`src/rtl/data_sync_ctrl_pkg.sv`:
```
`default_nettype none
// ============================================================================
// Module   : data_sync_ctrl_pkg
// Brief    : Shared state encodings, counter widths and helpers.
// Revision : 1.0 - initial release
// ============================================================================
package data_sync_ctrl_pkg;

    localparam int c_xfer_count_w = 8;
    localparam int c_settle_w     = 4;

    localparam logic [c_xfer_count_w-1:0] c_xfer_count_max = '1;

    typedef enum logic [1:0] {
        ST_IDLE     = 2'd0,
        ST_SETTLE   = 2'd1,
        ST_ACK      = 2'd2,
        ST_WAIT_LOW = 2'd3
    } state_t;

    function automatic logic [c_xfer_count_w-1:0] sat_inc(
        input logic [c_xfer_count_w-1:0] value
    );
        return (value == c_xfer_count_max) ? value : value + 1'b1;
    endfunction

endpackage : data_sync_ctrl_pkg
`default_nettype wire

```
`src/rtl/data_sync_ctrl_if.sv`:
```
`default_nettype none
// ============================================================================
// Module   : data_sync_ctrl_if
// Brief    : Source-side request/data bus and destination-side result signals.
// Revision : 1.0 - initial release
// ============================================================================
interface data_sync_ctrl_if
    import data_sync_ctrl_pkg::*;
#(
    parameter int BUS_WIDTH = 8
);

    logic [BUS_WIDTH-1:0]      unsync_bus;
    logic                      bus_req;
    logic [BUS_WIDTH-1:0]      sync_bus;
    logic                      enable_pulse;
    logic                      ack;
    logic                      abort_pulse;
    logic [c_xfer_count_w-1:0] xfer_count;

    modport master (
        output unsync_bus,
        output bus_req,
        input  sync_bus,
        input  enable_pulse,
        input  ack,
        input  abort_pulse,
        input  xfer_count
    );

    modport slave (
        input  unsync_bus,
        input  bus_req,
        output sync_bus,
        output enable_pulse,
        output ack,
        output abort_pulse,
        output xfer_count
    );

endinterface : data_sync_ctrl_if
`default_nettype wire

```
`src/rtl/data_sync_ctrl_sync_chain_hr.sv`:
```
`default_nettype none
// ============================================================================
// Module   : sync_chain_hr
// Brief    : NUM_STAGES-deep single-bit synchronizer, async active-high reset.
// Revision : 1.0 - initial release
// ============================================================================
module sync_chain_hr #(
    parameter int NUM_STAGES = 2
) (
    input  logic clk,
    input  logic reset,
    input  logic d,
    output logic q
);

    logic [NUM_STAGES-1:0] r_stages;

    always_ff @(posedge clk or posedge reset) begin
        if (reset) begin
            r_stages <= '0;
        end else begin
            r_stages <= {r_stages[NUM_STAGES-2:0], d};
        end
    end

    assign q = r_stages[NUM_STAGES-1];

endmodule : sync_chain_hr
`default_nettype wire

```
`src/rtl/data_sync_ctrl.sv`:
```
`default_nettype none
// ============================================================================
// Module   : data_sync_ctrl
// Brief    : 4-phase req/ack bus synchronizer with settle delay and abort detect.
// Revision : 1.0 - initial release
// ============================================================================
module data_sync_ctrl
    import data_sync_ctrl_pkg::*;
#(
    parameter int BUS_WIDTH     = 8,
    parameter int NUM_STAGES    = 2,
    parameter int SETTLE_CYCLES = 2
) (
    input  logic             clk,
    input  logic             reset,
    data_sync_ctrl_if.slave  bus
);

    localparam logic [c_settle_w-1:0] c_settle_load = c_settle_w'(SETTLE_CYCLES - 1);

    logic                      w_req_s;

    state_t                    r_state;
    state_t                    w_state_next;
    logic [c_settle_w-1:0]     r_cnt;
    logic [c_settle_w-1:0]     w_cnt_next;
    logic [BUS_WIDTH-1:0]      r_sync_bus;
    logic [BUS_WIDTH-1:0]      w_sync_bus_next;
    logic                      r_enable_pulse;
    logic                      w_enable_pulse_next;
    logic                      r_abort_pulse;
    logic                      w_abort_pulse_next;
    logic                      r_ack;
    logic                      w_ack_next;
    logic [c_xfer_count_w-1:0] r_xfer_count;
    logic [c_xfer_count_w-1:0] w_xfer_count_next;

    sync_chain_hr #(
        .NUM_STAGES (NUM_STAGES)
    ) u_req_sync (
        .clk   (clk),
        .reset (reset),
        .d     (bus.bus_req),
        .q     (w_req_s)
    );

    always_ff @(posedge clk or posedge reset) begin
        if (reset) begin
            r_state        <= ST_IDLE;
            r_cnt          <= '0;
            r_sync_bus     <= '0;
            r_enable_pulse <= 1'b0;
            r_abort_pulse  <= 1'b0;
            r_ack          <= 1'b0;
            r_xfer_count   <= '0;
        end else begin
            r_state        <= w_state_next;
            r_cnt          <= w_cnt_next;
            r_sync_bus     <= w_sync_bus_next;
            r_enable_pulse <= w_enable_pulse_next;
            r_abort_pulse  <= w_abort_pulse_next;
            r_ack          <= w_ack_next;
            r_xfer_count   <= w_xfer_count_next;
        end
    end

    // All outputs are computed one edge ahead so they leave the block straight from flops.
    always_comb begin
        w_state_next        = r_state;
        w_cnt_next          = r_cnt;
        w_sync_bus_next     = r_sync_bus;
        w_enable_pulse_next = 1'b0;
        w_abort_pulse_next  = 1'b0;
        w_ack_next          = r_ack;
        w_xfer_count_next   = r_xfer_count;

        case (r_state)
            ST_IDLE: begin
                w_ack_next = 1'b0;
                if (w_req_s) begin
                    w_state_next = ST_SETTLE;
                    w_cnt_next   = c_settle_load;
                end
            end

            ST_SETTLE: begin
                if (!w_req_s) begin
                    w_abort_pulse_next = 1'b1;
                    w_ack_next         = 1'b0;
                    w_cnt_next         = '0;
                    w_state_next       = ST_IDLE;
                end else if (r_cnt != '0) begin
                    w_cnt_next = r_cnt - 1'b1;
                end else begin
                    w_sync_bus_next     = bus.unsync_bus;
                    w_enable_pulse_next = 1'b1;
                    w_ack_next          = 1'b1;
                    w_xfer_count_next   = sat_inc(r_xfer_count);
                    w_state_next        = ST_ACK;
                end
            end

            ST_ACK: begin
                w_ack_next = 1'b1;
                if (!w_req_s) begin
                    w_ack_next   = 1'b0;
                    w_state_next = ST_WAIT_LOW;
                end
            end

            // One guaranteed low-ack cycle; a request seen here waits for IDLE.
            ST_WAIT_LOW: begin
                w_ack_next   = 1'b0;
                w_state_next = ST_IDLE;
            end

            default: begin
                w_ack_next   = 1'b0;
                w_cnt_next   = '0;
                w_state_next = ST_IDLE;
            end
        endcase
    end

    assign bus.sync_bus     = r_sync_bus;
    assign bus.enable_pulse = r_enable_pulse;
    assign bus.abort_pulse  = r_abort_pulse;
    assign bus.ack          = r_ack;
    assign bus.xfer_count   = r_xfer_count;

endmodule : data_sync_ctrl
`default_nettype wire

```
`src/flat_wrapper.sv`:
```
// flat-port wrapper written by rule: the top's interface ports become plain ports
module data_sync_ctrl_flat import data_sync_ctrl_pkg::*;
#(
    parameter int BUS_WIDTH     = 8,
    parameter int NUM_STAGES    = 2,
    parameter int SETTLE_CYCLES = 2
)
  (clk, reset, bus_unsync_bus, bus_bus_req, bus_sync_bus, bus_enable_pulse, bus_ack, bus_abort_pulse, bus_xfer_count);
  data_sync_ctrl_if #(.BUS_WIDTH(BUS_WIDTH)) bus_i ();
  input  logic clk;
  input  logic reset;
  input wire logic [$bits(bus_i.unsync_bus)-1:0] bus_unsync_bus;
  input wire logic [$bits(bus_i.bus_req)-1:0] bus_bus_req;
  output wire logic [$bits(bus_i.sync_bus)-1:0] bus_sync_bus;
  output wire logic [$bits(bus_i.enable_pulse)-1:0] bus_enable_pulse;
  output wire logic [$bits(bus_i.ack)-1:0] bus_ack;
  output wire logic [$bits(bus_i.abort_pulse)-1:0] bus_abort_pulse;
  output wire logic [$bits(bus_i.xfer_count)-1:0] bus_xfer_count;
  assign bus_i.unsync_bus = bus_unsync_bus;
  assign bus_i.bus_req = bus_bus_req;
  assign bus_sync_bus = bus_i.sync_bus;
  assign bus_enable_pulse = bus_i.enable_pulse;
  assign bus_ack = bus_i.ack;
  assign bus_abort_pulse = bus_i.abort_pulse;
  assign bus_xfer_count = bus_i.xfer_count;
  data_sync_ctrl #(.BUS_WIDTH(BUS_WIDTH), .NUM_STAGES(NUM_STAGES), .SETTLE_CYCLES(SETTLE_CYCLES)) u_core (.clk(clk), .reset(reset), .bus(bus_i));
endmodule
```
`config.mk`:
```
export PLATFORM = sky130hd
export DESIGN_NAME = data_sync_ctrl_flat
export DESIGN_NICKNAME = d
export VERILOG_FILES = /design/src/rtl/data_sync_ctrl_pkg.sv /design/src/rtl/data_sync_ctrl_if.sv /design/src/rtl/data_sync_ctrl_sync_chain_hr.sv /design/src/rtl/data_sync_ctrl.sv /design/src/flat_wrapper.sv
export SDC_FILE = /design/constraint.sdc
export NUM_CORES = 1
export LEC_CHECK = 0
export BUFFER_PORTS_ARGS = -buffer_cell sky130_fd_sc_hd__buf_4
export CAP_MARGIN = 10
export CELL_PAD_IN_SITES_DETAIL_PLACEMENT = 1
export CELL_PAD_IN_SITES_GLOBAL_PLACEMENT = 2
export CORE_MARGIN = 5
export CORE_UTILIZATION = 32
export CTS_CLUSTER_SIZE = 40
export DETAILED_ROUTE_END_ITERATION = 8
export GPL_ROUTABILITY_DRIVEN = 0
export MAX_ROUTING_LAYER = met4
export PLACE_DENSITY = 0.8
export SYNTH_ARGS = -nofsm -noshare
export SYNTH_HDL_FRONTEND = slang
export SYNTH_SLANG_ARGS = --single-unit
```
`constraint.sdc`:
```
create_clock -name clk -period 3.95 [get_ports clk]
set_clock_uncertainty 0.05 [all_clocks]
set_input_delay 0.395 -clock clk [delete_from_list [all_inputs] [get_ports clk]]
set_output_delay 0.395 -clock clk [all_outputs]
set_load 0.05 [all_outputs]
```
---- Word level (Yosys, flattened, before mapping) ----
Cells that the tools add are included.
cells by class
  multiplexer cells ....................... 18
  $add $sub $neg .......................... 2
  equality and inequality tests ........... 8
  bitwise logic cells ..................... 2
  reductions and logical operators ........ 8
operators by type and width
  cell                   number
  $mux W4                3
  $reduce_and A3 Y1      3
  $add A8 B1 Y8 const B  1
  $eq A8 B8 Y1 const B   1
  $mux W1                8
  $mux W2                4
  $pmux W2 S4            1
  $pmux W4 S2            1
  $eq A2 B2 Y1 const B   2
  $ne A2 B2 Y1 const B   2
  $reduce_and A4 Y1      1
  $reduce_bool A4 Y1     1
  $sub A4 B1 Y4 const B  1
  $ne A3 B2 Y1 const B   1
  $ne A3 B3 Y1 const B   1
  $pmux W1 S3            1
  $eq A2 B1 Y1 const B   1
  $logic_not A2 Y1       1
  $not A1 Y1             2
  $reduce_bool A2 Y1     1
  $reduce_or A2 Y1       1
word-level totals
  register bits after elaboration ......... 27
  output and inout port bits .............. 19

---- Depth between registers and ports, before layout ----
  depth in word-level cells ............... 4
  depth in mapped cells ................... 7
  mapped depth without buffers ............ 6

---- Cells and area by module ----
A second synthesis with hierarchy kept.
second synthesis, totals
  cell total of the unflattened synthesis .. 107
  area, all modules ....................... 1,263.7 µm²
modules (own cells, without submodules)
  module          instances  cells an instance  area each (µm²)
  data_sync_ctrl  1          104                1,209.9
  sync_chain_hr   1          3                  53.8

---- Worst setup path after synthesis ----
OpenSTA, ideal clock, no wires.
  kind .................................... register to register
  start point ............................. reg u_core.r_xfer_count[0], in the netlist u_core.bus.xfer_count[0]
  end point ............................... reg u_core.r_xfer_count[1], in the netlist u_core.bus.xfer_count[1]
  setup time .............................. 0.125 ns
  path buffers ............................ 0
  data arrival time ....................... 1.723 ns
  data required time ...................... 3.775 ns
  cell stages (with the launch flop) ...... 6
  period minus slack after synthesis ...... 1.898 ns
  setup slack ............................. 2.052 ns
  cell sequence ........................... dfrtp_1 -> ha_1 -> and4_1 -> nand2_1 -> nand2_1 -> mux2_2
between the ends
  longest elaborated chain between the ends .. 3
  elaborated cells between the ends (all ways) .. 4
  those cells by class .................... 1 x add/sub; 1 x eq/ne; 1 x bitwise; 1 x reduce/logical
ends and longest elaborated chain
  element                                                RTL line              source
  start, declared                                        data_sync_ctrl.sv:35  logic [c_xfer_count_w-1:0] r_xfer_count;
  start signal, assigned                                 data_sync_ctrl.sv:63  r_xfer_count <= w_xfer_count_next;
  branches (longest 3 deep; another with $add A8 B1 Y8)  n/a
Parallel ways; which one is timed is not known.
A chain may end at the register's enable or synchronous reset.

==> results.toml <==
[synth]
synthesis.instances = 110
synth_nets = 127
netlist.area_leader.share_pct = 53.5
yosysTopAreaCell = "dfrtp_1"
synth-seq-cells = 27
synth.distinct_cells = 26
netlist_top_cells_area = "dfrtp_1, mux2_2, ha_1, o21ai_0, nand2_1"
syn-cell-area_um2 = 1260
yosys_warnings = 0
ys_seq_area_share_pct = 53.5
avgSynthCellArea_um2 = 11.5

[timing]
tightestPinTransition_ns = 0.987
hold_violations = 0
setup_viol = 0
setup_slack_ns = 1.68
setup_tns_ns = 0
slew_violations = 0
period_share_pct = 57.4
finalCriticalPeriod_ns = 2.27
fmax_mhz = 441
relSlewSlack_pct = 34.1
rsz0062_at_grt = "no"

[worst_setup_path]
r2r_cells = 6
required_ns = 4.06
crit_fanout = 21
slowest_delay_ns = 0.69
crit_family = "simple AND/OR/NAND/NOR gates"
critPathCaptureType = "flip-flop"
arrival_ns = 2.37
critPathLaunchType = "flip-flop"
crit-reg2reg-capture = "u_core.bus.xfer_count[7]"
r2r_slack_ns = 1.68
path_cells = "inv_1 > ha_1 > nand2_2 > nor3_4 > nand4_1 > mux2_1"
criticalPathCategory = "flip-flop to flip-flop"
crit_buf_inv = 1
cp_slowest_cell = "nor3_4"

[power]
power_density_nw_per_um2 = 804
p_leak_nw = 0.748
peakVddDrop_mv = 0.444

[clocking]
cts_buffer_depth = 2
cts_hold_buf = 0
cts_tree = "done"
postCtsSetupBuffers = 0
clk_latency_ns = 0.27
cts.sinks = 27
numCtsBuffers = 3
ctsRootBufferMaster = "clkbuf_8"
cts_htree_levels = 1
cts_resized = 0
clkTransAtPathRegs_ns = 0.09

[floorplanning]
rows = 22
die_h_um = 72.8
die_area_um2 = 5300
die_w_um = 72.8
io_pins = 30
start_util_pct = 33.7
coreArea_um2 = 3740

[route]
via_count = 941
dr.pass1.iters = 4
viasPerCell = 4.98
initialDrtViolationCount = 25
ant_nets = 0
avgRoutedWirePerCell_um = 13.6
drc = 0
wl_um = 2570

[hold_path]
min_path_type = "primary input to flip-flop"
whs_path_depth = 1
whs_endpoint = "u_core.u_req_sync.r_stages[0]"
hp-start = "bus_bus_req"

[place]
io_buffers = 29
dpl.hpwl_um = 1890
post-place-cells = 185
post-place-ws_ns = 1.68

[global_route]
antenna_found_initial = 0
grt_pass1_wl_um = 4730
grt-ovfl-total = 0
track_usage_pct = 11.5
grt_max_degree = 28
grt_pass1_vias = 1022

[layout]
fillers = 447
final_cells = 189
insertedDiodeCount = 0
synthToLayoutAreaGrowth_pct = 24.1
multi_input_area_um2 = 542
register_area_um2 = 676
nets = 159
drive_gt1_share_pct = 31.9

[outcome]
status = "finished clean"

[job]
drv_cap = 0
cells by family after synthesis:
family / Yosys count / synth area share [%]
XOR/XNOR: 1 / 0.694
AO/OA/AOI/OAI: 20 / 9.42
adder cells (fa/ha/maj): 6 / 5.95
multiplexers: 14 / 12.3
AND/OR/NAND/NOR: 33 / 14.6
flip-flops: 27 / 53.5
buffers and inverters: 9 / 3.57
worst max-delay path by stage:
stage	from	endpoint	slack [ns]	cells after the start
2_1_floorplan	u_core.bus.xfer_count[0]	u_core.bus.xfer_count[1]	2.05	5
3_3_place_gp	flip-flop	u_core.bus.xfer_count[7]	1.78	6
3_5_place_dp	flip-flop	u_core.bus.xfer_count[5]	1.68	6
4_1_cts	flip-flop	u_core.bus.xfer_count[5]	1.64	6
5_1_grt	flip-flop	u_core.bus.xfer_count[7]	1.43	6
6_report	flip-flop	u_core.bus.xfer_count[7]	1.68	6
through the flow:
stage | total power, W | util (%) | cell area, µm² | hold slack [ns]
final | 0.00126 | 41.8 | 1570 | 0.174
after global routing | 0.00136 | 41.8 | 1570 | 0.162
after CTS | 0.00128 | 41.8 | 1570 | 0.165
after detailed placement | 0.00112 | 40.6 | 1520 | 0.295
after global placement | 0.00110 | 40.6 | 1520 | 0.292
after floorplan | 0.000928 | - | 1260 | 0.281
layout make-up:
| class | instances | area share (%) |
|---|---|---|
| timing repair buffer | 29 | 13.9 |
| sequential | 27 | 43.1 |
| multi-input combinational | 74 | 34.6 |
| clock buffer | 4 | 2.88 |
| inverter | 7 | 1.68 |
| tap | 48 | 3.83 |
cell usage after synthesis:
library cell and count:
mux2_1 2, xnor2_1 1, nor3_1 1, nor3_4 1, o21ai_0 10, mux2i_1 2
buf_6 1, and4_1 1, nand2b_1 4, nand4_1 5, o311ai_0 1, or3_1 1
mux2_2 10, nand3_1 2, nand2_2 1, and2b_1 1, nand2_1 10, o21ba_2 1
a21oi_1 4, and3_1 3, inv_1 7, dfrtp_1 27, buf_4 1, o31ai_1 4
ha_1 6, nor2_1 3
placed cells by master, fill, tap and decap left out:
| cell | instances |
|---|---|
| o311ai_0 | 1 |
| nor3_4 | 1 |
| a21oi_1 | 4 |
| ha_1 | 6 |
| nand4_1 | 5 |
| mux2i_1 | 2 |
| xnor2_1 | 1 |
| o21ai_0 | 10 |
| clkbuf_1 | 1 |
| dfrtp_1 | 27 |
| and2b_1 | 1 |
| o21ba_2 | 1 |
| nand2_2 | 1 |
| nand2b_1 | 4 |
| mux2_1 | 2 |
| nand2_1 | 10 |
| and4_1 | 1 |
| and3_1 | 3 |
| nor3_1 | 1 |
| inv_1 | 7 |
| nor2_1 | 3 |
| buf_4 | 29 |
| nand3_1 | 2 |
| clkbuf_8 | 3 |
| o31ai_1 | 4 |
| mux2_2 | 10 |
| or3_1 | 1 |
worst reg2reg max path, delay by kind of cell, from the launching register on:
kind                     cells  cell delay, ns
adder cells (fa/ha/maj)      1            0.23
buffers and inverters        1            0.09
flip-flops                   1            0.40
multiplexers                 1            0.35
AND/OR/NAND/NOR              3            1.02
power by group:
part           total (W)  leakage, nW  switching [W]  internal [W]
Sequential      0.000452        0.343      0.0000801      0.000372
Clock           0.000156       0.0228      0.0000835     0.0000722
Combinational   0.000652        0.382       0.000430      0.000222
Total            0.00126        0.748       0.000593      0.000666
flip-flops by register name (all words and copies together), names as in the netlist, named ones only:
| signal | cells |
|---|---|
| u_core.u_req_sync.r_stages | 2 |
| u_core.bus.xfer_count | 8 |
| u_core.bus.abort_pulse | 1 |
| u_core.r_cnt | 4 |
| u_core.r_state | 1 |
| u_core.bus.sync_bus | 8 |
| u_core.bus.enable_pulse | 1 |
| u_core.bus.ack | 1 |
routing by layer:
metal	wire length (µm)	vias to the layer above	GRT usage (%)
li1	-	453	-
met1	1280	458	15.8
met2	1140	25	17.1
met3	106	5	1.24
met4	45	0	4.92
met5	0	-	-
No activity file was read; power rests on OpenSTA's default activity.
